--- src/rtl/spi_txn_pkg.sv ---
// Shared types and constants for the SPI transaction slave: FSM states,
// transfer width codes and frame field lengths.
package spi_txn_pkg;

  typedef enum logic [2:0] {
    S_IDLE,
    S_HDR,
    S_WDATA,
    S_RWAIT,
    S_TURN,
    S_RDATA,
    S_DONE
  } state_t;

  localparam logic [1:0] W_BYTE = 2'b00;
  localparam logic [1:0] W_HALF = 2'b01;
  localparam logic [1:0] W_WORD = 2'b10;
  localparam logic [1:0] W_IDLE = 2'b11;

  localparam int HDR_BITS  = 16;
  localparam int TURN_BITS = 8;

  // Number of payload bits carried by a width code; 11 is treated as a word.
  function automatic logic [5:0] width_bits(input logic [1:0] code);
    case (code)
      W_BYTE:  return 6'd8;
      W_HALF:  return 6'd16;
      default: return 6'd32;
    endcase
  endfunction

endpackage

--- src/rtl/spi_shift_reg.sv ---
// Loadable MSB-first shift register; load has priority over shift.
module spi_shift_reg #(
  parameter int W = 32
) (
  input  logic         clk,
  input  logic         rst,
  input  logic         load,
  input  logic [W-1:0] din,
  input  logic         shift,
  input  logic         sin,
  output logic [W-1:0] q
);

  always_ff @(posedge clk or posedge rst) begin
    if (rst) begin
      q <= '0;
    end else if (load) begin
      q <= din;
    end else if (shift) begin
      q <= {q[W-2:0], sin};
    end
  end

endmodule

--- src/rtl/spi_txn_slave.sv ---
// SPI mode-0 slave that decodes a 16-bit header and turns each frame into a
// single register write strobe or a read request with turnaround and read-back.
module spi_txn_slave
  import spi_txn_pkg::*;
#(
  parameter int ADDR_W = 6,
  parameter int REG_W  = 32
) (
  input  logic              clk,
  input  logic              rst,
  input  logic              spi_cs_n,
  input  logic              spi_clk,
  input  logic              spi_mosi,
  output logic              spi_miso,
  output logic [ADDR_W-1:0] address,
  output logic [REG_W-1:0]  data_in,
  output logic [1:0]        data_write_n,
  output logic [1:0]        data_read_n,
  input  logic [REG_W-1:0]  data_out,
  input  logic              data_ready
);

  state_t              state_reg;
  logic [5:0]          cnt_reg;
  logic                spi_clk_d_reg;
  logic                armed_reg;
  logic [1:0]          width_reg;
  logic [REG_W-1:0]    cap_reg;
  logic                miso_reg;
  logic [ADDR_W-1:0]   address_reg;
  logic [REG_W-1:0]    data_in_reg;
  logic [1:0]          data_write_n_reg;
  logic [1:0]          data_read_n_reg;

  logic                rise;
  logic                fall;
  logic [5:0]          nbits;
  logic                hdr_rw;
  logic [1:0]          hdr_width;
  logic                hdr_done;
  logic                take_ready;
  logic                turn_done;
  logic [REG_W-1:0]    cap_next;
  logic                sr_load;
  logic                sr_shift;
  logic [REG_W-1:0]    sr_din;
  logic [REG_W-1:0]    sr_q;

  function automatic logic [REG_W-1:0] mask_read(input logic [REG_W-1:0] d,
                                                 input logic [1:0] w);
    logic [REG_W-1:0] m;
    m = d;
    if (w != W_WORD) m[REG_W-1:16] = '0;
    if (w == W_BYTE) m[15:8] = '0;
    return m;
  endfunction

  assign rise      = spi_clk & ~spi_clk_d_reg;
  assign fall      = ~spi_clk & spi_clk_d_reg;
  assign nbits     = width_bits(width_reg);
  // Header fields are read one bit early: the last bit is still on MOSI.
  assign hdr_rw    = sr_q[14];
  assign hdr_width = (sr_q[8:7] == W_IDLE) ? W_WORD : sr_q[8:7];
  assign hdr_done  = (state_reg == S_HDR) && rise && (cnt_reg == 6'(HDR_BITS - 1));
  assign turn_done = (state_reg == S_TURN) && rise && (cnt_reg == 6'(TURN_BITS - 1));
  assign take_ready = ((state_reg == S_RWAIT) || (state_reg == S_TURN)) &&
                      (data_read_n_reg != W_IDLE) && data_ready;

  always_comb begin
    cap_next = cap_reg;
    if (take_ready) begin
      cap_next = mask_read(data_out, width_reg);
    end else if (turn_done && (data_read_n_reg != W_IDLE)) begin
      cap_next = '0;
    end
  end

  // One shift register serves both directions: it collects header and write
  // data, and is reloaded with the left-aligned capture for the read-back.
  always_comb begin
    sr_din = '0;
    if (turn_done) begin
      case (width_reg)
        W_BYTE:  sr_din = cap_next << (REG_W - 8);
        W_HALF:  sr_din = cap_next << (REG_W - 16);
        default: sr_din = cap_next;
      endcase
    end
  end

  assign sr_load  = (state_reg == S_IDLE) || (hdr_done && hdr_rw) || turn_done;
  assign sr_shift = (rise && ((state_reg == S_HDR) || (state_reg == S_WDATA))) ||
                    (fall && (state_reg == S_RDATA) && (cnt_reg != nbits));

  spi_shift_reg #(.W(REG_W)) u_shift (
    .clk   (clk),
    .rst   (rst),
    .load  (sr_load),
    .din   (sr_din),
    .shift (sr_shift),
    .sin   (spi_mosi),
    .q     (sr_q)
  );

  always_ff @(posedge clk or posedge rst) begin
    if (rst) begin
      state_reg        <= S_IDLE;
      cnt_reg          <= '0;
      spi_clk_d_reg    <= 1'b0;
      armed_reg        <= 1'b0;
      width_reg        <= W_BYTE;
      cap_reg          <= '0;
      miso_reg         <= 1'b0;
      address_reg      <= '0;
      data_in_reg      <= '0;
      data_write_n_reg <= W_IDLE;
      data_read_n_reg  <= W_IDLE;
    end else begin
      spi_clk_d_reg <= spi_clk;
      if (spi_cs_n) begin
        // Deselect aborts whatever is in flight; it also arms the next frame.
        state_reg        <= S_IDLE;
        cnt_reg          <= '0;
        armed_reg        <= 1'b1;
        miso_reg         <= 1'b0;
        data_write_n_reg <= W_IDLE;
        data_read_n_reg  <= W_IDLE;
      end else begin
        case (state_reg)
          S_IDLE: begin
            if (armed_reg) begin
              state_reg <= S_HDR;
              cnt_reg   <= '0;
              armed_reg <= 1'b0;
            end
          end
          S_HDR: begin
            if (rise) begin
              if (cnt_reg == 6'(HDR_BITS - 1)) begin
                address_reg <= {sr_q[ADDR_W-2:0], spi_mosi};
                width_reg   <= hdr_width;
                cnt_reg     <= '0;
                if (hdr_rw) begin
                  state_reg <= S_WDATA;
                end else begin
                  state_reg       <= S_RWAIT;
                  data_read_n_reg <= hdr_width;
                end
              end else begin
                cnt_reg <= cnt_reg + 6'd1;
              end
            end
          end
          S_WDATA: begin
            if (rise) begin
              if (cnt_reg == nbits - 6'd1) begin
                data_in_reg      <= {sr_q[REG_W-2:0], spi_mosi};
                data_write_n_reg <= width_reg;
                state_reg        <= S_DONE;
                cnt_reg          <= '0;
              end else begin
                cnt_reg <= cnt_reg + 6'd1;
              end
            end
          end
          S_RWAIT: begin
            cap_reg <= cap_next;
            if (take_ready) data_read_n_reg <= W_IDLE;
            state_reg <= S_TURN;
            cnt_reg   <= '0;
          end
          S_TURN: begin
            cap_reg <= cap_next;
            if (take_ready) data_read_n_reg <= W_IDLE;
            if (rise) begin
              if (turn_done) begin
                data_read_n_reg <= W_IDLE;
                state_reg       <= S_RDATA;
                cnt_reg         <= '0;
              end else begin
                cnt_reg <= cnt_reg + 6'd1;
              end
            end
          end
          S_RDATA: begin
            if (fall) begin
              if (cnt_reg == nbits) begin
                miso_reg  <= 1'b0;
                state_reg <= S_DONE;
                cnt_reg   <= '0;
              end else begin
                miso_reg <= sr_q[REG_W-1];
                cnt_reg  <= cnt_reg + 6'd1;
              end
            end
          end
          S_DONE: begin
            data_write_n_reg <= W_IDLE;
          end
          default: begin
            state_reg <= S_IDLE;
          end
        endcase
      end
    end
  end

  assign spi_miso     = miso_reg;
  assign address      = address_reg;
  assign data_in      = data_in_reg;
  assign data_write_n = data_write_n_reg;
  assign data_read_n  = data_read_n_reg;

endmodule

--- config.mk ---
export PLATFORM = sky130hd
export DESIGN_NAME = spi_txn_slave
export DESIGN_NICKNAME = d
export VERILOG_FILES = /design/src/rtl/spi_txn_pkg.sv /design/src/rtl/spi_shift_reg.sv /design/src/rtl/spi_txn_slave.sv
export SDC_FILE = /design/constraint.sdc
export NUM_CORES = 1
export LEC_CHECK = 0
export CAP_MARGIN = 20
export CORE_AREA = 2 2 147 92
export CTS_CLUSTER_DIAMETER = 80
export CTS_CLUSTER_SIZE = 20
export DETAILED_ROUTE_END_ITERATION = 10
export DIE_AREA = 0 0 149 94
export PLACE_DENSITY = 0.72
export SETUP_SLACK_MARGIN = 0.2
export SYNTH_ARGS = -nofsm -noshare
export SYNTH_HDL_FRONTEND = slang
export SYNTH_HIERARCHICAL = 1
export SYNTH_SLANG_ARGS = --single-unit
export TNS_END_PERCENT = 10
--- constraint.sdc ---
create_clock -name clk -period 3.8 [get_ports clk]
set_input_delay 0.95 -clock clk [delete_from_list [all_inputs] [get_ports clk]]
set_output_delay 0.95 -clock clk [all_outputs]
set_load 0.01 [all_outputs]
Word level (Yosys, flattened, before mapping). Cells that the tools add are included.

Bits of input ports: 38. Bits in registers: 120.

Add/sub/neg operators: 2. Reductions and logical operators: 34. Multiplexer cells: 51. Eq/ne operators: 26. Bitwise logic cells: 5.

Operator list (number): $mux W32 (5); $pmux W32 S2 (1); $mux W6 (10); $pmux W6 S6 (1); $mux W3 (10); $ne A3 B3 Y1 const B (8); $mux W2 (11); $pmux W3 S7 (1); $mux W16 (1); $eq A6 B6 Y1 (2); $pmux W6 S2 (1); $reduce_and A4 Y1 (3); $logic_and A1 B1 Y1 (11); $reduce_and A10 Y1 (1); $eq A3 B3 Y1 const B (3); $mux W8 (1); $reduce_bool A2 Y1 (4); $mux W1 (7); $reduce_bool A7 Y1 (1); $add A6 B1 Y6 const B (1); $eq A3 B2 Y1 const B (2); $eq A6 B3 Y1 const B (1); $eq A6 B4 Y1 const B (1); $ne A2 B2 Y1 const B (3); other kinds (19) (28).

Longest topological paths before layout. Gate-level depths: netlist of run 1.

Depth in word-level cells: 10. Gate-level depth with buffers: 12.

Hierarchy. Netlist of run 1, hierarchy kept.

Modules (own cells, without submodules): spi_txn_slave (times used 1, cells an instance 431, sequential area each 2207.1 um^2, area an instance 4659.5 um^2); spi_shift_reg (times used 1, cells an instance 140, sequential area each 800.8 um^2, area an instance 1519.0 um^2).

Worst setup path after synthesis of run 1. No wires, ideal clock.

Path kind: input port to flip-flop. Start point: input spi_clk. End point: register u_shift.q[29]. Arrival time: 2.576 ns. Stages: 9. Path slack: 1.103 ns. Setup time: 0.120 ns. Data required time: 3.680 ns. Buffers on the path: 1. Cell sequence: or4b_4 nor4_4 a21oi_2 and2_1 buf_2 a221oi_1 a211oi_1 nand2_1 o21ai_2.

Cells in the longest elaborated chain, start to end: 9. Elaborated cells on any way between the ends: 21.

RTL lines: start, declared (line spi_txn_slave.sv:12) `input logic spi_clk,`; $and A1 B1 Y1 * (line spi_txn_slave.sv:58) `assign rise = spi_clk & ~spi_clk_d_reg;`; $logic_and A1 B1 Y1 * (2 in series) (line spi_txn_slave.sv:65) `assign turn_done = (state_reg == S_TURN) && rise && (cnt_reg == 6'(TURN_BITS - 1));`; $logic_and A1 B1 Y1 (line spi_txn_slave.sv:73) `end else if (turn_done && (data_read_n_reg != W_IDLE)) begin`; $mux W32 (line spi_txn_slave.sv:73); $mux W32 (line spi_txn_slave.sv:71) `if (take_ready) begin`; $pmux W32 S2 (line spi_txn_slave.sv:83) `case (width_reg)`; $mux W32 * (line spi_txn_slave.sv:82) `if (turn_done) begin`; named net sr_din[29] (line spi_txn_slave.sv:46) `logic [REG_W-1:0] sr_din;`; $mux W32 * (line spi_shift_reg.sv:17) `end else if (load) begin`; end signal, assigned (line spi_shift_reg.sv:18) `q <= din;`; end signal, assigned (line spi_shift_reg.sv:20) `q <= {q[W-2:0], sin};`; end, declared (line spi_shift_reg.sv:11) `output logic [W-1:0] q`.

Mark *: on every way through the listed nets, which the timed path passes. The rest lies on a longest branch. A chain may end at the register's enable or synchronous reset.

Final worst setup path of run 1.
Start point: input spi_clk. End point: register u_shift.q[28].

The elaborated chain is that of the path after synthesis.

==> impl_metrics.toml, run 1 <==
[run_status]
status = "completed"

[clocking]
clockRootBuffer = "clkbuf_16"
cts_buffers = 17
clk_pin_slew_ns = 0.06
cts_setup_buffers = 0
cts_hold_buffers = 0
cts_tree = "done"
cts_num_sinks = 120
clk-insertion-delay-late_ns = 0.42
clockBufferDepth = 2
cts_resized = 0
htree_num_levels = 4

[synth]
ys.flop_type = "dfrtp_1"
synth_area_mm2 = 0.006178
syn_area_per_cell_um2 = 10.82
syn-num-nets = 613
yosys_warnings = 6
synth-async-reset-ratio = 1.000
synth_cell_type_count = 62
ys_seq_elements = 120
ys_seq_area_frac = 0.4868
synth_enable_flop_cells = 0
netlist_instances = 571

[routing]
drt_iter0_markers = 550
vias = 5125
ant_nets = 0
wl_per_cell_um = 20.28
vias_per_cell = 6.182
wl_um = 16810
first_pass_iters = 5
drc_errors = 0

[pwr]
internal_power_mw = 2.724
p_comb_frac = 0.159
p_leak_nw = 3.227
pwr-share-clk = 0.477
p_per_area_mw_per_mm2 = 481.0
netSwitchingPower_mw = 1.033
ir_drop_uv = 361.2
swShare = 0.2750
pwr-share-seq = 0.363

[sta]
hold_slack_ns = 0.4907
slew_headroom = 0.5359
fin_skew_ns = 0.01052
finalSetupTns_ns = 0
fin_crit_ns = 3.159
max_freq_ghz = 0.3165
maxSlewViolCount = 0
final.setup.worst_slack_ns = 0.6405
timing.final.crit_share = 0.8314
rsz0062_at_grt = "no"
setup_viol = 0
timing_hold_violations_final = 0
worstMarginPinSlew_ns = 0.6889

[global_routing]
antenna_found_initial = 0
grt_usage = 0.2563
grt_pass1_wl_um = 27230
grt_max_degree = 57
overflow = 0
grt_pass1_vias = 4913

[placed_design]
place.gp.congestion = 0.9410
pre_cts_slack_ns = 0.2957
port_buffers = 80
hpwl_um = 12250

[worst_setup_path]
end_kind = "flop"
worstSetupPathType = "in2reg"
critPathMaxStageDelay_ns = 0.52
cp_slowest_cell = "clkdlybuf4s50_1"
path_cells = "clkdlybuf4s50_1 > or4b_4 > nor4_4 > a21oi_2 > and2_1 > a221oi_1 > a211oi_1 > nand2_1 > o21ai_1"
crit_fanout = 8
crit_path_start_kind = "input port"
critPathRequiredTime_ns = 4.09
crit_arrival_ns = 3.45

[die]
core_region_area_mm2 = 0.01257
pin_count = 81
dieArea_mm2 = 0.01401
num_rows = 32
die_y_um = 94
initial_core_util = 0.4914
die_w_um = 149

[finish]
multi_input_area_mm2 = 0.002898
fillers = 1031
layout_commonest_cell = "dfrtp_1"
diodes = 0
layout.nets = 688
final_cell_mix = "dfrtp_1 (116), clkdlybuf4s50_1 (80), nand2_1 (61)"
ff_latch_area_mm2 = 0.003008
drive_gt1_frac = 0.1745
syn_to_final_growth_pct = 26.43

[run]
cap_violations = 0

[worst_hold_path]
holdCritPathClass = "reg2reg"
critical path, delay by kind of cell:
kind                   cells  cell delay, ns
buffers and inverters      1            0.52
AOI/OAI and AO/OA          4            0.83
and+or+nand+nor            4            1.15
logic make-up after synthesis:
family                   Yosys count  share of synthesized area
flip-flops                       120                     0.4868
buffers and inverters             58                    0.04941
multiplexers                      80                     0.1387
AND/OR/NAND/NOR                  135                     0.1057
AO/OA/AOI/OAI                    169                     0.2015
XOR/XNOR                           4                   0.008101
adder cells (fa/ha/maj)            5                   0.009721
final cells by class:
class                   count  share of cell area
multi-input cells         393              0.3710
well taps                 170             0.02723
clock buffers              19             0.05670
clock inverters            13             0.02755
flip-flops and latches    120              0.3851
inverters                  16            0.007849
repair buffers             98              0.1246
metrics by stage:
step | cell area [um2] | cells | total power [mW] | utilization
floorplan | 6178 | 571 | 1.794 | -
global placement | 7133 | 796 | 1.950 | 0.5674
detailed placement | 7133 | 796 | 1.971 | 0.5674
CTS | 7791 | 828 | 3.762 | 0.6197
global route | 7811 | 829 | 3.890 | 0.6213
finish | 7811 | 829 | 3.757 | 0.6213
cell usage after synthesis, types with 9 or more instances:
master    count  area, um2
a21oi_1      11      55.05
inv_1        15      56.30
o22ai_1       9      56.30
buf_2        19      95.09
nor2_1       29      108.9
a22oi_1      24      180.2
o21ai_1      29      145.1
a221oi_1     17      148.9
dfrtp_1     116       2903
nand2_1      61      229.0
mux2i_1      35      350.3
a211oi_1      9      67.56
a32o_1       16      160.2
nand3_1      10      50.05
mux2_2       44      495.5
o21ai_0      15      75.07
clkbuf_1     17      63.81
a22o_1       17      148.9
routing by layer:
layer / share of wire / GRT usage
met3: 0.094 / 0.06553
met5: 0 / 0
met4: 0.015 / 0.08492
met2: 0.40 / 0.3318
met1: 0.49 / 0.4071
power groups by stage:
stage          Combinational (mW)  Clock (mW)  Sequential [mW]
6_report                    0.599        1.79             1.36
5_1_grt                     0.646        1.88             1.37
4_1_cts                     0.587        1.81             1.36
3_5_place_dp                0.588           0             1.38
3_3_place_gp                0.567           0             1.38
2_1_floorplan               0.433           0             1.36
path summary, 6_finish.rpt:
kind                               from         endpoint  slack [ns]  cells past startpoint
setup / recovery                spi_clk    u_shift/q[28]        0.64                      9
hold reg to reg             cap_reg[16]      cap_reg[16]        0.49                      1
min in group asynchronous           rst      data_in[23]        0.95                      2
max in group asynchronous           rst  data_write_n[0]        2.10                      3
hold / removal              cap_reg[16]      cap_reg[16]        0.49                      1
setup reg to reg           state_reg[1]    u_shift/q[24]        0.76                      9
Power figures use the tool's default switching activity.
==> run 2, diff against run 1 <==
PLACE_DENSITY = 0.75   (was 0.72)
clock period = 2.9 ns   (was 3.8 ns; I/O delays follow)
==> run 2 against run 1 <==
Via count rose by 3.1%. Critical endpoint is now data_in[7]. Sequential power rose by 29%. First-iteration DRC count fell by 7.6%. Global-route usage rose by 0.15 points. Clock power rose by 32%. Critical path type is now reg2reg. Flip-flop and latch count did not move. Largest cell class unchanged. Non-clock buffer count rose by 31. Count of clock-buffer cells in the layout fell by 1. Wire length rose by 7.4%. Worst hold slack barely moved.
==> impl_metrics.toml, run 2 (synthesized netlist as in run 1, its figures left out) <==
[sta]
timing_hold_violations_final = 0
fin_skew_ns = 0.008646
setup_viol = 0
slew_headroom = 0.5559
worstMarginPinSlew_ns = 0.6578
rsz0062_at_grt = "yes"
max_freq_ghz = 0.3551
maxSlewViolCount = 0
final.setup.worst_slack_ns = 0.08375
fin_crit_ns = 2.816
timing.final.crit_share = 0.9711

[routing]
vias = 5282
wl_met1_um = 8285
vias_per_cell = 6.142
drc_errors = 0
drt_iter0_markers = 508
wl_met3_um = 1739
met2RoutedLength_um = 7745
ant_nets = 0
top_layer = "met4"
first_pass_iters = 6
wl_per_cell_um = 21.00
wl_um = 18060

[worst_setup_path]
critPathMaxStageDelay_ns = 0.48
crit_arrival_ns = 3.12
crit_path_start_kind = "flop"
crit_fanout = 16
cp_slowest_cell = "dfrtp_2"
critPathRequiredTime_ns = 3.21
cpLargestDelayFamily = "buffers and inverters"
end_kind = "flop"
worstSetupPathType = "reg2reg"
path_buf_inv = 4
path_cells = "nor2b_2 > inv_2 > ha_4 > buf_6 > xor3_1 > a2111oi_4 > buf_4 > nand4_4 > clkbuf_16 > mux2_2"

[global_routing]
grt_max_degree = 89
grt_pass1_vias = 4970
overflow = 0
grt_usage = 0.2578
antenna_found_initial = 0
grt_pass1_wl_um = 27330

[die]
dieArea_mm2 = 0.01401
die_w_um = 149
pin_count = 81
core_region_area_mm2 = 0.01257
num_rows = 32
die_y_um = 94
initial_core_util = 0.4914

[placed_design]
dp.cells = 817
port_buffers = 80
place.gp.congestion = 0.9179
place_area_mm2 = 0.007343
pre_cts_slack_ns = -0.2133
hpwl_um = 12340

[clocking]
cts_tree = "done"
cts_buffers = 17
cts_hold_buffers = 0
clockBufferDepth = 2
htree_num_levels = 4
clockRootBuffer = "clkbuf_16"
clk-insertion-delay-late_ns = 0.42
cts_num_sinks = 120
clk_pin_slew_ns = 0.06

[finish]
syn_to_final_growth_pct = 33.01
postLayoutCoreUtil = 0.6537
layout.nets = 719
post-route-cell-area_mm2 = 0.008218
final_cell_mix = "dfrtp_1 (114), clkdlybuf4s50_1 (80), nand2_1 (61)"
layout_commonest_cell = "dfrtp_1"
finalNonFillerCells = 860
drive_gt1_frac = 0.2319
diodes = 0

[pwr]
internal_power_mw = 3.550
p_per_area_mw_per_mm2 = 609.4
p_comb_frac = 0.178
pwr-share-clk = 0.472
ir_drop_uv = 432.1
p_leak_nw = 3.442
total_power_mw = 5.008
netSwitchingPower_mw = 1.458
pwr-share-seq = 0.350
swShare = 0.2911

[run]
cap_violations = 0

[worst_hold_path]
holdCritPathClass = "reg2reg"

[run_status]
status = "completed"
-- run 2: final timing paths --
kind,slack (ns),end,cells past startpoint,start
max in group asynchronous,1.69,data_write_n[1],3,rst
min in group asynchronous,0.79,u_shift/q[22],3,rst
max,0.08,data_in[7],10,width_reg[1]
min reg2reg,0.49,data_in[9],2,data_in[9]
max reg2reg,0.08,data_in[7],10,width_reg[1]
min,0.49,data_in[9],2,data_in[9]
-- run 2: timing repair --
action / 4_1_cts / 5_1_grt
pin swaps: 2 / 6
resized for setup: 2 / 22
cloned: 0 / 3
buffers inserted: 0 / 8
setup endpoints to repair: 40 / 71
-- run 2: worst reg2reg max path, stage by stage, from the launching register on --
cell       delay, ns
dfrtp_2         0.48
nor2b_2         0.18
inv_2           0.07
ha_4            0.17
buf_6           0.11
xor3_1          0.39
a2111oi_4       0.29
buf_4           0.21
nand4_4         0.23
clkbuf_16       0.30
mux2_2          0.28
-- run 2: power by group through the flow --
| stage | combinational [mW] | clock [mW] | sequential (mW) |
|---|---|---|---|
| after floorplan | 0.568 | 0 | 1.78 |
| after global placement | 0.824 | 0 | 1.78 |
| after detailed placement | 0.849 | 0 | 1.78 |
| after CTS | 0.853 | 2.37 | 1.75 |
| after global routing | 0.959 | 2.45 | 1.76 |
| final | 0.891 | 2.36 | 1.75 |
-- run 2: metrics by stage --
step	setup TNS (ns)	hold slack, ns
final	0	0.4905
after detailed placement	-4.904	0.4823
after CTS	0	0.4954
after global routing	0	0.4965
after floorplan	0	0.4666
after global placement	-3.296	0.4740
-- run 2: cell type report --
type,instances,area [um2]
Clock buffer,18,439.2
Clock inverter,14,209.0
Fill cell,935,4354
Inverter,16,63.81
Multi-Input combinational cell,393,2970
Sequential cell,120,3010
Tap cell,170,212.7
Timing Repair Buffer,129,1313
-- run 2: per-layer routing --
metal,track usage,vias up
met3,0.08495,31
met5,0,-
met4,0.08095,0
li1,-,2347
met2,0.3537,288
met1,0.3827,2616
